==> src/rtl/matmul_pkg.sv <==
// Shared definitions for the matrix-multiply control/status register file.
package matmul_pkg;

    // Register byte offsets
    localparam int unsigned CTRL_ADDR   = 'h0;
    localparam int unsigned STATUS_ADDR = 'h4;
    localparam int unsigned CYCLES_ADDR = 'h8;

    // CTRL bit positions that the control logic looks at directly
    localparam int CTRL_START = 0;

    // Dataflow encoding that the engine does not support
    localparam logic [1:0] DF_RESERVED = 2'b11;

    // STATUS bit indices
    localparam int STAT_BUSY = 0;
    localparam int STAT_DONE = 1;
    localparam int STAT_ERR  = 2;

    typedef enum logic [1:0] {
        IDLE = 2'd0,
        BUSY = 2'd1,
        DONE = 2'd2
    } state_t;

endpackage

==> src/rtl/matmul_ctrl_regfile_apb.sv <==
// Zero-wait-state APB access-phase decode: qualifies reads/writes and
// reduces the byte address to a word index.
module apb_slave_if #(
    parameter int ADDR_W = 4
) (
    input  logic              psel,
    input  logic              penable,
    input  logic              pwrite,
    input  logic [ADDR_W-1:0] paddr,
    output logic              pready,
    output logic              wr_en,
    output logic              rd_en,
    output logic [ADDR_W-3:0] word_addr
);

    logic unused_byte_lanes;

    assign pready            = psel & penable;
    assign wr_en             = pready & pwrite;
    assign rd_en             = pready & ~pwrite;
    assign word_addr         = paddr[ADDR_W-1:2];
    assign unused_byte_lanes = &{1'b0, paddr[1:0]};

endmodule

==> src/rtl/matmul_ctrl_regfile.sv <==
// Control/status register file for the matrix-multiply accelerator.
//
// state | meaning
// IDLE  | no operation outstanding
// BUSY  | engine running, busy-cycle counter advancing
// DONE  | engine finished; done flag visible until cleared or restarted
module matmul_ctrl_regfile
    import matmul_pkg::*;
#(
    parameter int DATA_W = 32,
    parameter int ADDR_W = 4,
    parameter int DIM_W  = 2,
    parameter int CYC_W  = 16
) (
    input  logic              clk_i,
    input  logic              rst_i,
    input  logic              psel_i,
    input  logic              penable_i,
    input  logic              pwrite_i,
    input  logic [ADDR_W-1:0] paddr_i,
    input  logic [DATA_W-1:0] pwdata_i,
    output logic [DATA_W-1:0] prdata_o,
    output logic              pready_o,
    output logic              pslverr_o,
    input  logic              engine_done_i,
    output logic              start_o,
    output logic              busy_o,
    output logic              cfg_mode_o,
    output logic [1:0]        cfg_write_target_o,
    output logic [1:0]        cfg_read_target_o,
    output logic [1:0]        cfg_dataflow_o,
    output logic [DIM_W-1:0]  cfg_dim_n_o,
    output logic [DIM_W-1:0]  cfg_dim_k_o,
    output logic [DIM_W-1:0]  cfg_dim_m_o,
    output logic              cfg_reload_a_o,
    output logic              cfg_reload_b_o
);

    localparam int CTRL_W = 10 + 3 * DIM_W;
    localparam logic [ADDR_W-3:0] CTRL_WORD   = (ADDR_W-2)'(CTRL_ADDR >> 2);
    localparam logic [ADDR_W-3:0] STATUS_WORD = (ADDR_W-2)'(STATUS_ADDR >> 2);
    localparam logic [ADDR_W-3:0] CYCLES_WORD = (ADDR_W-2)'(CYCLES_ADDR >> 2);

    state_t             state, state_nxt;
    logic [CTRL_W-1:0]  ctrl;
    logic [CYC_W-1:0]   cycles;
    logic               err_sticky;
    logic               start_q;

    logic               wr_en, rd_en;
    logic [ADDR_W-3:0]  word_addr;
    logic               hit_ctrl, hit_status, hit_cycles, hit_none;
    logic               ctrl_wr, ctrl_rej, ctrl_ok, start_acc;
    logic               done_clr, err_clr;
    logic               unused_wdata;

    apb_slave_if #(.ADDR_W(ADDR_W)) u_apb (
        .psel      (psel_i),
        .penable   (penable_i),
        .pwrite    (pwrite_i),
        .paddr     (paddr_i),
        .pready    (pready_o),
        .wr_en     (wr_en),
        .rd_en     (rd_en),
        .word_addr (word_addr)
    );

    assign hit_ctrl   = (word_addr == CTRL_WORD);
    assign hit_status = (word_addr == STATUS_WORD);
    assign hit_cycles = (word_addr == CYCLES_WORD);
    assign hit_none   = ~(hit_ctrl | hit_status | hit_cycles);

    // CTRL is frozen while the engine runs, and the reserved dataflow is never loaded
    assign ctrl_wr   = wr_en & hit_ctrl;
    assign ctrl_rej  = ctrl_wr & ((state == BUSY) | (pwdata_i[7:6] == DF_RESERVED));
    assign ctrl_ok   = ctrl_wr & ~ctrl_rej;
    assign start_acc = ctrl_ok & pwdata_i[CTRL_START];
    assign done_clr  = wr_en & hit_status & pwdata_i[STAT_DONE];
    assign err_clr   = wr_en & hit_status & pwdata_i[STAT_ERR];

    assign pslverr_o    = pready_o & (hit_none | ctrl_rej);
    assign unused_wdata = &{1'b0, pwdata_i[DATA_W-1:CTRL_W]};

    // State register
    always_ff @(posedge clk_i or posedge rst_i) begin
        if (rst_i) state <= IDLE;
        else       state <= state_nxt;
    end

    // Next-state logic; engine_done_i only matters while BUSY
    always_comb begin
        state_nxt = state;
        unique case (state)
            IDLE:    if (start_acc) state_nxt = BUSY;
            BUSY:    if (engine_done_i) state_nxt = DONE;
            DONE: begin
                if (start_acc)     state_nxt = BUSY;
                else if (done_clr) state_nxt = IDLE;
            end
            default: state_nxt = IDLE;
        endcase
    end

    // Configuration, sticky error, start pulse and saturating busy-cycle counter
    always_ff @(posedge clk_i or posedge rst_i) begin
        if (rst_i) begin
            ctrl       <= '0;
            err_sticky <= 1'b0;
            start_q    <= 1'b0;
            cycles     <= '0;
        end else begin
            start_q <= start_acc;
            if (ctrl_ok) ctrl <= {pwdata_i[CTRL_W-1:1], 1'b0};
            if (ctrl_rej)     err_sticky <= 1'b1;
            else if (err_clr) err_sticky <= 1'b0;
            if (start_acc) cycles <= '0;
            else if ((state == BUSY) && (cycles != '1)) cycles <= cycles + CYC_W'(1);
        end
    end

    // Read mux; data only driven during a read access phase to a mapped register
    always_comb begin
        prdata_o = '0;
        if (rd_en) begin
            if (hit_ctrl) begin
                prdata_o = DATA_W'(ctrl);
            end else if (hit_status) begin
                prdata_o[STAT_BUSY] = (state == BUSY);
                prdata_o[STAT_DONE] = (state == DONE);
                prdata_o[STAT_ERR]  = err_sticky;
            end else if (hit_cycles) begin
                prdata_o = DATA_W'(cycles);
            end
        end
    end

    assign start_o            = start_q;
    assign busy_o             = (state == BUSY);
    assign cfg_mode_o         = ctrl[1];
    assign cfg_write_target_o = ctrl[3:2];
    assign cfg_read_target_o  = ctrl[5:4];
    assign cfg_dataflow_o     = ctrl[7:6];
    assign cfg_dim_n_o        = ctrl[8 +: DIM_W];
    assign cfg_dim_k_o        = ctrl[8 + DIM_W +: DIM_W];
    assign cfg_dim_m_o        = ctrl[8 + 2*DIM_W +: DIM_W];
    assign cfg_reload_a_o     = ctrl[8 + 3*DIM_W];
    assign cfg_reload_b_o     = ctrl[9 + 3*DIM_W];

endmodule

==> config.mk <==
export PLATFORM = sky130hd
export DESIGN_NAME = matmul_ctrl_regfile
export DESIGN_NICKNAME = d
export VERILOG_FILES = /design/src/rtl/matmul_pkg.sv /design/src/rtl/matmul_ctrl_regfile_apb.sv /design/src/rtl/matmul_ctrl_regfile.sv
export SDC_FILE = /design/constraint.sdc
export NUM_CORES = 1
export LEC_CHECK = 0
export CAP_MARGIN = 15
export CELL_PAD_IN_SITES_DETAIL_PLACEMENT = 0
export CELL_PAD_IN_SITES_GLOBAL_PLACEMENT = 1
export CORE_MARGIN = 2
export CORE_UTILIZATION = 31
export CTS_CLUSTER_DIAMETER = 100
export DETAILED_ROUTE_END_ITERATION = 6
export PLACE_DENSITY_LB_ADDON = 0.1
export SLEW_MARGIN = 40
export SYNTH_ARGS = -nofsm -noshare
export SYNTH_HDL_FRONTEND = slang
export SYNTH_SLANG_ARGS = --single-unit
export TNS_END_PERCENT = 10
==> constraint.sdc <==
create_clock -name clk_i -period 2.3 [get_ports clk_i]
set_clock_uncertainty 0.15 [all_clocks]
set_input_delay 0.46 -clock clk_i [delete_from_list [all_inputs] [get_ports clk_i]]
set_output_delay 0.46 -clock clk_i [all_outputs]
set_load 0.01 [all_outputs]
==> reports/results.md, run 1 <==
| Parameter | Value |
|---|---|
| Result of the run | finished, final reports clean |
| Final ANT Viol Nets | 0 |
| Global-route layer with the greatest usage | met1 |
| Dpl cells | 415 |
| Effective utilization at floorplan | 0.315 |
| Share of synthesized registers carrying an async set or reset | 1.00 |
| Endpoint arrival time on the critical path | 1570 ps |
| Post-layout minimum cycle time | 2180 ps |
| Port-buffer cells | 58 |
| Worst hold-check path type | register to register |
| Antenna violations before repair | 0 |
| CTS tree | yes |
| Critical-path maximum fanout | 5 |
| Psw | 636 µW |
| Most frequent cell after synthesis | sky130_fd_sc_hd__nand2_1 |
| Number of enable-type register cells in the synthesized netlist | 0 |
| Diode count | 0 |
| First-pass detailed-route iteration total | 4 |
| Largest area contributor in the netlist | sky130_fd_sc_hd__dfrtp_1 |
| Met3 GRT Util | 0.0268 |
| Crit. End Element | output port |
| RSZ-0062 raised after global routing | no |
| Final critical-path share of the clock period | 0.948 |
| Maximum clock frequency | 459 MHz |
| Count of standard-cell rows | 31 |
| Area of the core | 7140 µm² |
| Share of synthesized area occupied by flip-flops and latches | 0.390 |
| Setup slack on the worst flop-to-flop path | 370 ps |
| Comb power frac | 0.256 |
| List of most frequent post-synthesis cells | sky130_fd_sc_hd__nand2_1 (57), sky130_fd_sc_hd__dfrtp_1 (35), sky130_fd_sc_hd__buf_4 (17), sky130_fd_sc_hd__mux2i_1 (17), sky130_fd_sc_hd__nor2_1 (15) |
| Clock network latency to the later pin of the worst-skew pair | 290 ps |
| Switching fraction of total power | 0.318 |
| H-Tree Depth | 2 |
| Worst hold path startpoint | state[0] |
| Hold-critical path endpoint | state[0] |
| Total number of vias | 2011 |
| Area grow syn2layout | 38.1% |
| Depth of the most critical reg-to-reg path | 5 |
| DRC violation count after routing | 0 |
| Final count of hold timing violations | 0 |
| Floorplan die area | 7950 µm² |
| Io pins | 93 |
| Met2 layer usage reported by global route | 0.245 |
| Final weighted congestion in routability-driven placement | 0.816 |
| Layout cell share with drive strength beyond 1 | 0.257 |
| Clock network power share | 0.294 |
| Post-layout net count | 369 |
| Maximum count of clock buffers along a single path | 2 |
| Required @ worst endpoint | 1690 ps |
| Reported max-cap violation count | 0 |
| Leakage power of the design | 1.49 nW |
| Number of cells in the finished layout apart from fillers | 426 |
| Average size of a mapped cell | 8.96 µm² |
| Critical Setup Path Class | input port to output port |
| Clock sink count | 35 |
| Share of Yosys cell area claimed by the top area cell type | 0.390 |
| Cells on Worst Hold Path | 1 |
| Synthesized flop and latch total | 35 |
| Overflow after GRT | 0 |
| 1st-iter DRT viols | 46 |
| Half-perimeter wire length after detailed placement | 4650 µm |
| Vias per inst | 4.72 |
| Leading post-synthesis cells by cell area | sky130_fd_sc_hd__dfrtp_1 (39%), sky130_fd_sc_hd__nand2_1 (9.5%), sky130_fd_sc_hd__mux2i_1 (7.6%), sky130_fd_sc_hd__buf_4 (5.7%), sky130_fd_sc_hd__a21oi_2 (3.5%) |
| Aggregate routed wire length | 6250 µm |
| Count of endpoints failing setup in the final report | 0 |
| Root Buffer | sky130_fd_sc_hd__clkbuf_8 |
| Number of buffers inserted during clock tree synthesis | 5 |
| Met1 track utilization from global routing | 0.247 |
| Wire length of the first global-routing pass | 10000 µm |
| Number of distinct library cells after synthesis | 51 |
| Main flop type after synthesis | sky130_fd_sc_hd__dfrtp_1 |
| Largest net degree at the start of global routing | 36 |
| Worst flop-to-flop path endpoint | cycles[10] |
| Overall routing resource usage | 0.165 |
| Worst IR Drop VDD | 321 µV |
| Routed wirelength normalized by instance count | 14.7 µm |
| Via count of the first global-routing pass | 1922 |
| Worst setup SP type | input port |
| Worst flop-to-flop path startpoint | cycles[1] |
| Synthesis warning total | 0 |
| Die X | 89.2 µm |
| Power share of the sequential group | 0.450 |
| Internal cell power | 1.36 mW |
| Die height | 89.2 µm |
| WHS | 334 ps |
| Pins over their slew limit | 0 |
| Register clock-pin slew on the reported worst setup and hold paths | 70 ps |
| Cell area after synthesis | 2250 µm² |
| Cell area power density | 643 nW/µm² |
| Synthesized instance count | 251 |
timing repair:
action | CTS | global route
setup endpoints to repair | 19 | 16
resized for setup | 73 | 14
pin swaps | 0 | 1
setup buffers | 1 | 0
cloned | 1 | 1
hold buffers | 0 | 0
power by group through the flow:
stage / sequential (mW) / combinational, mW / clock (mW)
2_1_floorplan: 0.878 / 0.265 / 0
3_3_place_gp: 0.905 / 0.503 / 0
3_5_place_dp: 0.905 / 0.503 / 0
4_1_cts: 0.895 / 0.507 / 0.598
5_1_grt: 0.917 / 0.568 / 0.627
6_report: 0.898 / 0.512 / 0.586
per-stage QoR:
| stage | setup TNS [ps] | setup WS [ps] | power [mW] | area (µm²) | utilization |
|---|---|---|---|---|---|
| after detailed placement | -8440 | -554 | 1.41 | 2960 | 0.414 |
| after global routing | 0 | 27.1 | 2.11 | 3110 | 0.435 |
| after CTS | -1040 | -163 | 2.00 | 3050 | 0.427 |
| after global placement | -8370 | -541 | 1.41 | 2960 | 0.414 |
| after floorplan | 0 | 227 | 1.14 | 2300 | - |
| final | 0 | 119 | 2.00 | 3110 | 0.435 |
registers in the layout, indices dropped and copies added (netlist names):
name        cells
ctrl           15
err_sticky      1
cycles         16
state           2
start_o         1
per-layer routing:
metal	wire length, µm	share of wire
met1	3100	0.50
met2	2880	0.46
met3	213	0.034
met4	53	0.0085
met5	0	0
final cells by class:
class / count / area (µm²)
multi-input combinational: 197 / 1250
tap: 99 / 124
timing repair buffer: 80 / 706
fill: 738 / 4030
inverter: 7 / 30.0
sequential: 35 / 876
clock buffer: 6 / 82.6
clock inverter: 2 / 35.0
cell families (layout without fill, tap and decap cells):
group | Yosys count | in the layout | synth area share
other | 1 | 16 | 0.00167
AND/OR/NAND/NOR | 125 | 125 | 0.309
buffers and inverters | 34 | 95 | 0.101
flip-flops | 35 | 35 | 0.390
multiplexers | 17 | 17 | 0.0757
adder cells (fa/ha/maj) | 1 | 1 | 0.00556
AO/OA/AOI/OAI | 38 | 38 | 0.117
worst max-delay path by stage:
stage                     from            to  slack (ps)  depth (start not counted)
global route        paddr_i[2]   prdata_o[2]          30                          7
global placement        psel_i   prdata_o[9]        -540                          6
detailed placement   penable_i   prdata_o[9]        -550                          6
floorplan           paddr_i[2]  prdata_o[10]         230                          4
CTS                  penable_i  prdata_o[13]        -160                          6
finish              paddr_i[2]   prdata_o[2]         120                          7
worst max-delay path, stage by stage:
cell and delay [ps]:
sky130_fd_sc_hd__clkdlybuf4s15_1 220, sky130_fd_sc_hd__buf_6 150, sky130_fd_sc_hd__mux2i_2 210, sky130_fd_sc_hd__nor2_1 60, sky130_fd_sc_hd__a21oi_1 130, sky130_fd_sc_hd__nor3_1 60
sky130_fd_sc_hd__dlygate4sd2_1 280
layout by cell type (no fill, tap or decap), types with 7 or more instances in the layout:
cell / Yosys / routed
sky130_fd_sc_hd__or3_1: 9 / 8
sky130_fd_sc_hd__clkdlybuf4s50_1: 0 / 34
sky130_fd_sc_hd__o21ai_0: 10 / 10
sky130_fd_sc_hd__nand2_1: 57 / 56
sky130_fd_sc_hd__dfrtp_1: 35 / 35
sky130_fd_sc_hd__buf_2: 4 / 15
sky130_fd_sc_hd__a21oi_2: 9 / 10
sky130_fd_sc_hd__conb_1: 1 / 16
sky130_fd_sc_hd__nor3_1: 10 / 10
sky130_fd_sc_hd__mux2i_1: 17 / 16
sky130_fd_sc_hd__nor2_2: 0 / 7
sky130_fd_sc_hd__buf_4: 17 / 17
(Power assumes the default switching activity.)
==> run 2: changes to the inputs <==
==> constraint.sdc (replaced) <==
create_clock -name clk_i -period 2.3 [get_ports clk_i]
set_clock_uncertainty 0.15 [all_clocks]
set_input_delay 0.575 -clock clk_i [delete_from_list [all_inputs] [get_ports clk_i]]
set_output_delay 0.575 -clock clk_i [all_outputs]
set_load 0.01 [all_outputs]
==> reports/results.md, run 2 (synthesis gave the netlist of run 1 again) <==
| Parameter | Value | Delta |
|---|---|---|
| Worst max-slew margin expressed relative to the limit | 0.599 |  |
| Total number of vias | 2064 | +2.6% |
| Pins over their slew limit | 0 | unchanged |
| Final worst setup slack | -43.0 ps | -162 ps |
| Final count of hold timing violations | 0 | unchanged |
| Number of buffers inserted during clock tree synthesis | 5 | unchanged |
| Vias per inst | 4.81 | +1.9% |
| Post-route cell area | 3180 µm² | +2.5% |
| Leakage power of the design | 1.45 nW | -2.3% |
| Effective utilization at floorplan | 0.315 | unchanged |
| Most frequent cells in the layout | sky130_fd_sc_hd__nand2_1 (56), sky130_fd_sc_hd__dfrtp_1 (35), sky130_fd_sc_hd__clkdlybuf4s50_1 (35) |  |
| Root Buffer | sky130_fd_sc_hd__clkbuf_8 |  |
| Die X | 89.2 µm | unchanged |
| Count of endpoints failing setup in the final report | 3 | +3 |
| Result of the run | finished, violations left |  |
| Routed wirelength normalized by instance count | 15.2 µm | +3.7% |
| Die height | 89.2 µm | unchanged |
| Register clock-pin slew on the reported worst setup and hold paths | 70 ps | about the same |
| Via count of the first global-routing pass | 1967 | +2.3% |
| Clock sink count | 35 | unchanged |
| Critical Setup Path Class | input port to output port |  |
| Post-layout minimum cycle time | 2340 ps | +162 ps |
| 1st-iter DRT viols | 76 | +65% |
| Overall routing resource usage | 0.173 | +0.00786 |
| Failing checks | setup timing |  |
| Final weighted congestion in routability-driven placement | 0.822 | +0.72% |
| Worst setup SP type | input port |  |
| Area of the core | 7140 µm² | unchanged |
| Port-buffer cells | 58 | unchanged |
| Post-place instance area | 3000 µm² | +1.5% |
| DRC violation count after routing | 0 | unchanged |
| Aggregate routed wire length | 6530 µm | +4.4% |
| Wire length of the first global-routing pass | 10400 µm | +3.2% |
| Required @ worst endpoint | 1570 ps | -120 ps |
| Critical-path maximum fanout | 6 | +1 |
| Cell area power density | 594 nW/µm² | -7.6% |
| Worst IR Drop VDD | 294 µV | -8.6% |
| Half-perimeter wire length after detailed placement | 4810 µm | +3.4% |
| Diode count | 0 | unchanged |
| Final critical-path share of the clock period | 1.02 | +0.0705 |
| Worst hold-check path type | register to register |  |
| Layout cell share with drive strength beyond 1 | 0.294 | +0.0371 |
| Clock network latency to the later pin of the worst-skew pair | 280 ps | about the same |
| Crit. End Element | output port |  |
| Final core area utilization | 0.446 | +0.0110 |
| Post-layout net count | 374 | +1.4% |
| Reported max-cap violation count | 0 | unchanged |
| Maximum count of clock buffers along a single path | 2 | unchanged |
| Count of standard-cell rows | 31 | unchanged |
| Floorplan die area | 7950 µm² | unchanged |
| Area grow syn2layout | 41.6% |  |
| Endpoint arrival time on the critical path | 1620 ps | +50 ps |
| Final ANT Viol Nets | 0 | unchanged |
| H-Tree Depth | 2 | unchanged |
| Largest net degree at the start of global routing | 36 | unchanged |
| Largest register FFs | 16 | unchanged |
| RSZ-0062 raised after global routing | yes |  |
| Register name with the most flops | cycles |  |
| Overflow after GRT | 0 | unchanged |
| First-pass detailed-route iteration total | 4 | unchanged |
| Maximum clock frequency | 427 MHz | -6.9% |
| CTS tree | yes |  |
| Antenna violations before repair | 0 | unchanged |
| Io pins | 93 | unchanged |
| Transition time of the tightest slew-check pin | 597 ps |  |
| Most common library cell in the layout ignoring fill and taps | sky130_fd_sc_hd__nand2_1 |  |
| Top Registers | cycles (16), ctrl (15), state (2) |  |
==> run 2: timing repair <==
action | CTS | global route
gates resized for setup | 118 | 6
pin swaps | 9 | 0
hold buffers | 0 | 0
setup buffers | 1 | 0
setup endpoints to repair | 19 | 16
gates cloned | 1 | 0
==> run 2: layout make-up <==
type	instances	area, µm²
Multi-Input combinational cell	197	1310
Tap cell	99	124
Clock buffer	6	72.6
Inverter	7	30.0
Timing Repair Buffer	85	776
Fill cell	724	3950
Sequential cell	35	876
==> run 2: stage by stage <==
| stage | cells | setup WS [ps] | power [mW] | hold slack [ps] | setup TNS [ps] |
|---|---|---|---|---|---|
| after global placement | 421 | -755 | 1.44 | 314 | -15420 |
| after detailed placement | 421 | -765 | 1.44 | 326 | -15310 |
| after floorplan | 266 | -2.98 | 1.14 | 298 | -29.8 |
| after global routing | 429 | -93.9 | 2.01 | 360 | -433 |
| final | 429 | -43.0 | 1.89 | 348 | -60.9 |
| after CTS | 429 | -49.0 | 1.90 | 338 | -121 |
==> run 2: power breakdown <==
| part | internal, mW | switching (mW) |
|---|---|---|
| Sequential | 0.733 | 0.150 |
| Clock | 0.202 | 0.218 |
| Combinational | 0.307 | 0.281 |
| Total | 1.24 | 0.649 |
==> run 2: path summary, 6_finish.rpt <==
kind	from	to	slack, ps	cells past startpoint
setup / recovery	paddr_i[3]	prdata_o[1]	-40	5
hold / removal	state[0]	state[0]	350	1
setup reg to reg	cycles[8]	cycles[12]	250	4
hold reg to reg	state[0]	state[0]	350	1
max in group asynchronous	rst_i	ctrl[1]	1100	3
min in group asynchronous	rst_i	ctrl[10]	560	3
==> run 2: routing by layer <==
layer	wire [µm]	share of wire	up-vias	track usage
li1	-	-	1009	-
met1	3210	0.49	1003	0.247
met2	3060	0.47	50	0.272
met3	217	0.033	2	0.0314
met4	41	0.0063	0	0.0407
met5	0	0	-	0
==> run 2: worst max-delay path: stages <==
cell	delay, ps
sky130_fd_sc_hd__dlygate4sd2_1	290
sky130_fd_sc_hd__buf_4	180
sky130_fd_sc_hd__a2bb2oi_1	150
sky130_fd_sc_hd__nor3_1	170
sky130_fd_sc_hd__clkdlybuf4s15_2	250
